## config.mk

```make
export PLATFORM = sky130hd
export DESIGN_NAME = seqcheck_ctrl
export DESIGN_NICKNAME = d
export VERILOG_FILES = /design/src/rtl/seqcheck_ctrl.sv
export SDC_FILE = /design/constraint.sdc
export NUM_CORES = 1
export LEC_CHECK = 0
export ABC_CLOCK_PERIOD_IN_PS = 6100
export BUFFER_PORTS_ARGS = -buffer_cell sky130_fd_sc_hd__buf_2
export CORE_MARGIN = 2
export CORE_UTILIZATION = 40
export DETAILED_ROUTE_END_ITERATION = 8
export REMOVE_ABC_BUFFERS = 1
export SYNTH_ARGS = -nofsm -noshare
export SYNTH_HDL_FRONTEND = slang
export SYNTH_SLANG_ARGS = --single-unit
```

## constraint.sdc

```tcl
create_clock -name clk -period 6.1 [get_ports clk]
set_clock_uncertainty 0.1 [all_clocks]
set_input_delay 0.305 -clock clk [delete_from_list [all_inputs] [get_ports clk]]
set_output_delay 0.305 -clock clk [all_outputs]
set_load 0.02 [all_outputs]
```

## src/rtl/seqcheck_ctrl.sv

```systemverilog
// Run controller for the serial sequence checker.
// Holds a shadow copy of the pattern, length and window configuration.
// A run samples cfg_win serial bits and counts overlapping pattern matches.
// It reports the match count and the index of the first match.
module seqcheck_ctrl #(
   parameter int PAT_W = 6,
   parameter int WIN_W = 8,
   parameter int CNT_W = 8
) (
   input  logic             clk,
   input  logic             rst,
   input  logic             cfg_we,
   input  logic [PAT_W-1:0] cfg_pattern,
   input  logic [2:0]       cfg_len,
   input  logic [WIN_W-1:0] cfg_win,
   input  logic             start,
   input  logic             in,
   output logic             busy,
   output logic             done,
   output logic             match,
   output logic [CNT_W-1:0] match_cnt,
   output logic [WIN_W-1:0] first_pos,
   output logic [PAT_W-1:0] state,
   output logic             cfg_err
);

   localparam int FW = $clog2(PAT_W + 1);

   typedef enum logic [1:0] {IDLE, RUN, DONE} fsm_t;

   fsm_t             fsm;
   logic [PAT_W-1:0] sh_pat, run_pat;
   logic [2:0]       sh_len, run_len;
   logic [WIN_W-1:0] sh_win, run_win;
   logic [WIN_W-1:0] k;
   logic [FW-1:0]    fill;

   logic [PAT_W-1:0] shifted;
   logic [PAT_W-1:0] mask;
   logic             hit;
   logic             new_cfg_bad;

   // Next shift-register value and overlapping-match detection for the current bit
   always_comb begin
      shifted = {state[PAT_W-2:0], in};
      mask    = '0;
      for (int unsigned i = 0; i < PAT_W; i++) begin
         mask[i] = (i < 32'(run_len));
      end
      hit = (((shifted ^ run_pat) & mask) == '0) && ((int'(fill) + 1) >= int'(run_len));
   end

   // Legality of the configuration being written this cycle
   always_comb begin
      new_cfg_bad = (cfg_len == 3'd0) || (int'(cfg_len) > PAT_W) || (cfg_win == '0);
   end

   // Control FSM with registered outputs.
   // The run works from private copies of the config taken when start is accepted,
   // so a cfg_we coinciding with start updates the shadow copy but not that run.
   always_ff @(posedge clk) begin
      if (rst) begin
         fsm       <= IDLE;
         busy      <= 1'b0;
         done      <= 1'b0;
         match     <= 1'b0;
         match_cnt <= '0;
         first_pos <= '1;
         state     <= '0;
         fill      <= '0;
         k         <= '0;
         sh_pat    <= '0;
         sh_len    <= 3'd1;
         sh_win    <= WIN_W'(1);
         run_pat   <= '0;
         run_len   <= 3'd1;
         run_win   <= WIN_W'(1);
         cfg_err   <= 1'b0;
      end else begin
         match <= 1'b0;
         done  <= 1'b0;
         case (fsm)
            IDLE: begin
               if (cfg_we) begin
                  sh_pat  <= cfg_pattern;
                  sh_len  <= cfg_len;
                  sh_win  <= cfg_win;
                  cfg_err <= new_cfg_bad;
               end
               if (start && !cfg_err) begin
                  run_pat   <= sh_pat;
                  run_len   <= sh_len;
                  run_win   <= sh_win;
                  state     <= '0;
                  fill      <= '0;
                  match_cnt <= '0;
                  first_pos <= '1;
                  k         <= '0;
                  busy      <= 1'b1;
                  fsm       <= RUN;
               end
            end
            RUN: begin
               state <= shifted;
               if (fill != FW'(PAT_W)) begin
                  fill <= fill + 1'b1;
               end
               if (hit) begin
                  match <= 1'b1;
                  if (match_cnt != '1) begin
                     match_cnt <= match_cnt + 1'b1;
                  end
                  if (first_pos == '1) begin
                     first_pos <= k;
                  end
               end
               if (k == run_win - 1'b1) begin
                  busy <= 1'b0;
                  fsm  <= DONE;
               end else begin
                  k <= k + 1'b1;
               end
            end
            DONE: begin
               done <= 1'b1;
               fsm  <= IDLE;
            end
            default: fsm <= IDLE;
         endcase
      end
   end

endmodule

```

==> After elaboration in Yosys (flattened, before gate mapping) <==
Index checks and enable logic that the tools add are counted.
{ "totals": {"latch_bits": 0, "regBits": 73, "rom_bits": 0, "ramBits": 0, "memories": 0} }
{ "classes": {"n_shift": 0, "reduce_logical": 20, "muxes": 23, "div": 0, "magnitude_cmp": 8, "addsub": 5, "bitwise_logic": 3, "n_mul": 0, "eq_ne": 13} }
{ "op_table": {"columns": ["op", "count"], "rows": [
  ["$mux W8", 7],
  ["$pmux W8 S2", 3],
  ["$add A8 B1 Y8 const B", 2],
  ["$ne A2 B2 Y1 const B", 7],
  ["$pmux W6 S2", 1],
  ["$reduce_and A3 Y1", 3],
  ["$eq A8 B8 Y1", 1],
  ["$eq A8 B8 Y1 const B", 1],
  ["$logic_not A8 Y1", 1],
  ["$ne A8 B8 Y1 const B", 1],
  ["$reduce_and A2 Y1", 4],
  ["$reduce_and A4 Y1", 2],
  ["$sub A8 B1 Y8 const B", 1],
  ["$and A6 B6 Y6", 1],
  ["$logic_not A6 Y1", 1],
  ["$lt A1 B3 Y1 const A", 2],
  ["$lt A2 B3 Y1 const A", 2],
  ["$lt A3 B3 Y1 const A", 2],
  ["$mux W3", 2],
  ["$mux W6", 1],
  ["$pmux W3 S2", 1],
  ["$xor A6 B6 Y6", 1],
  ["$add A3 B1 Y4 const B", 1],
  ["$ge A4 B3 Y1", 1],
  ["other kinds (17)", 23]
]} }

==> Longest topological paths before layout <==
{ "depth": {"word_depth": 6, "ltp_mapped": 10, "ltp_nobuf": 9} }

==> Least setup slack after synthesis <==
OpenSTA, ideal clock, no wires.
{ "synth_path": {"path_type": "reg2reg", "from": "reg fill[0]", "to": "reg first_pos[0]", "t_required_ns": 5.883, "path_buffers": 1, "stages_incl_launch_ff": 11, "slack_ns": 3.594, "arrival_time_ns": 2.290, "path_cell_list": "dfxtp_1 inv_1 ha_1 inv_1 ha_1 a21oi_1 o21ai_0 o2111ai_1 or4_1 clkbuf_1 o22a_1"} }
{ "synth_between": {"elab_chain_len": 5} }
{ "synth_rtl": {"columns": ["item", "line_no", "text"], "rows": [
  ["start: declaration", "36", "logic [FW-1:0] fill;"],
  ["start signal: assignment", "106", "fill <= fill + 1'b1;"],
  ["$add A3 B1 Y4", "50", "hit = (((shifted ^ run_pat) & mask) == '0) && ((int'(fill) + 1) >= int'(run_len));"],
  ["$ge A4 B3 Y1", "50", null],
  ["$logic_and A1 B1 Y1", "50", null],
  ["$ne A2 B2 Y1 (no line)", null, null],
  ["$reduce_and A4 Y1 (no line)", null, null],
  ["end signal: assignment", "114", "first_pos <= k;"],
  ["end: declaration", "22", "output logic [WIN_W-1:0] first_pos,"]
]} }
Every way passes these cells.
A chain may end at the register's enable or synchronous reset.

==> Worst setup path after layout <==
Ends and elaborated chain as after synthesis.

==> reports/metrics.csv <==
metric,value,unit
grt_pass1_wl,12500,um
die-area,8930,sq um
critPathArrivalTime,3.25,ns
stdcell_area,3820,sq um
cp-end-kind,flop,
min_period,3.11,ns
yosys-top-cells-count,"89 x nand2_1, 73 x dfxtp_1, 51 x a21oi_1",
drtPass1Iterations,4,
synthTopCellsByArea,"dfxtp_1 45%, nand2_1 10%, a21oi_1 7.8%, xnor2_1 3.2%, ha_1 3.1%",
clockBufferDepth,2,
setup_tns,0,ns
clock_latency,0.35,ns
clk_pin_slew,0.08,ns
synth_edf_count,0,
totalWireLength,7320,um
postCtsSetupBuffers,0,
area_growth,16.7,%
drive_gt1_frac,0.176,
vias_per_cell,5.32,
antenna_cells,0,
globalRouteTotalUtil,0.175,
slowest_stage,or4_1,
cts_resized,0,
ys_warn_count,0,
critPathMaxStageDelay,0.81,ns
dp_hpwl,4940,um
r2r_slack,2.99,ns
cts_tree,built,
die_width,94.5,um
fill_cells,834,
cp_top_family,compound AO/OA/AOI/OAI gates,
grt-ovfl-total,0,
cts-root-buf,clkbuf_8,
synth_cell_type_count,55,
setup_viol,0,
hold_violations,0,
wl_per_cell,13.5,um
fin_crit_sh,0.509,
yosysMostFrequentCell,nand2_1,
core,8090,sq um
drv_cap,0,
drc,0,
tightest_slew,0.983,ns
setup_slack,2.99,ns
io_buffers,47,
ys_ff_latch,73,
netlist_instances,391,
grt_pass1_vias,2659,
rsz0062_at_grt,false,
routabilityCongestion,0.909,
clkSinkCount,73,
yosysSeqAreaShare,0.446,
netlist.area_leader.share,0.446,
dieHeight,94.5,um
seqCellArea,1460,sq um
synth_top_area_cell,dfxtp_1,
worstPathMaxFanout,15,
leakage,0.00152,uW
crit_required,6.25,ns
slew_viol_final,0,
finalNonFillerCells,542,
status,finished clean,
netlist_area,3280,sq um
syn_avg_cell_area,8.38,sq um
post-place-ws,2.99,ns
crit_chain,"inv_1, ha_1, inv_1, ha_1, a21oi_1, o21ai_0, o2111ai_1, or4_1, o22a_1",
io_pins,48,
hp-class,input pin to flop,
synth_flop_cell,dfxtp_1,
cts.htree.levels,3,
place_area,3580,sq um
dp_cells,526,
synthArstFlopShare,0,
antenna_found_initial,0,
fin_util,0.473,
cts_hold_buf,0,
cts_buffers,9,
slew-limit-headroom,0.344,
ir_drop,0.120,mV
multi_input_area,1690,sq um
grt_max_degree,52,
rows,33,
drt_iter0_drc,94,
cp.buffers_inverters,2,
num_vias,2886,
p_per_area,319,nW/um^2
nets,462,
drtAntennaViolNets,0,
path_class,flop to flop,
start_kind,flop,
fmax,0.322,GHz
initial_core_util,0.405,
[metal layers]
metal	GRT usage	routed length, um
met5	0	0
met3	0.0423	333
met1	0.241	3730
met4	0.0604	112
met2	0.270	3150
[flip-flops by register name (all words and copies together) (netlist names), 3 cells and up]
signal	flops
run_len	3
fill	3
sh_pat	6
state	6
run_win	8
first_pos	8
sh_len	3
match_cnt	8
run_pat	6
sh_win	8
k	8
[worst min-delay path: cells and delay by family]
kind                   cells  cell delay, ns
buffers and inverters      1            0.09
AOI/OAI and AO/OA          1            0.05
and+or+nand+nor            1            0.04
[where the power goes]
group | switching, uW | internal, uW
logic | 140 | 79.9
registers | 30.7 | 511
clock network | 186 | 271
total | 357 | 862
[metrics by stage]
stage / hold slack [ns] / power [uW]
after CTS: 0.0702 / 1230
after global routing: 0.0739 / 1280
final: 0.0809 / 1220
after floorplan: 0.274 / 699
after detailed placement: 0.347 / 775
after global placement: 0.342 / 769
[area by class of cell]
type | instances | area share
Multi-Input combinational cell | 287 | 0.442
Sequential cell | 73 | 0.382
Timing Repair Buffer | 50 | 0.0674
Tap cell | 105 | 0.0343
Clock buffer | 9 | 0.0324
Clock inverter | 7 | 0.0311
Inverter | 11 | 0.0108
[path summary, 6_finish.rpt]
check             cells after the start      startpoint           end
setup / recovery                      9         fill[0]  first_pos[0]
hold reg to reg                       2       sh_pat[1]    run_pat[1]
hold / removal                        3  cfg_pattern[0]     sh_pat[0]
setup reg to reg                      9         fill[0]  first_pos[0]
[logic make-up after synthesis]
family	count (synthesis)	synth area share
adders and majority gates	8	0.0305
buffers and inverters	31	0.0401
and+or+nand+nor	164	0.239
xor gates and xnor gates	15	0.0401
muxes	5	0.0153
AOI/OAI and AO/OA	95	0.189
DFF	73	0.446
[placed cells by master (no fill, tap or decap), types with 3 or more instances in the layout]
| master | netlist | layout |
|---|---|---|
| nor3_1 | 6 | 6 |
| or3_1 | 5 | 5 |
| o31ai_1 | 4 | 4 |
| nand4_1 | 3 | 3 |
| o211ai_1 | 3 | 3 |
| nor2_1 | 12 | 12 |
| o22a_1 | 8 | 8 |
| and3_1 | 5 | 5 |
| nand3_1 | 18 | 18 |
| ha_1 | 8 | 8 |
| dfxtp_1 | 73 | 73 |
| a21oi_1 | 51 | 51 |
| inv_1 | 10 | 10 |
| mux2i_1 | 5 | 5 |
| nand2_1 | 89 | 89 |
| a31oi_1 | 4 | 4 |
| xor2_1 | 3 | 3 |
| or4_1 | 6 | 6 |
| buf_2 | 0 | 47 |
| o21ai_0 | 5 | 5 |
| xnor2_1 | 12 | 12 |
| buf_4 | 0 | 3 |
| bufinv_16 | 0 | 3 |
| clkbuf_8 | 0 | 9 |
Note: power is estimated with default switching activity, not from simulation.
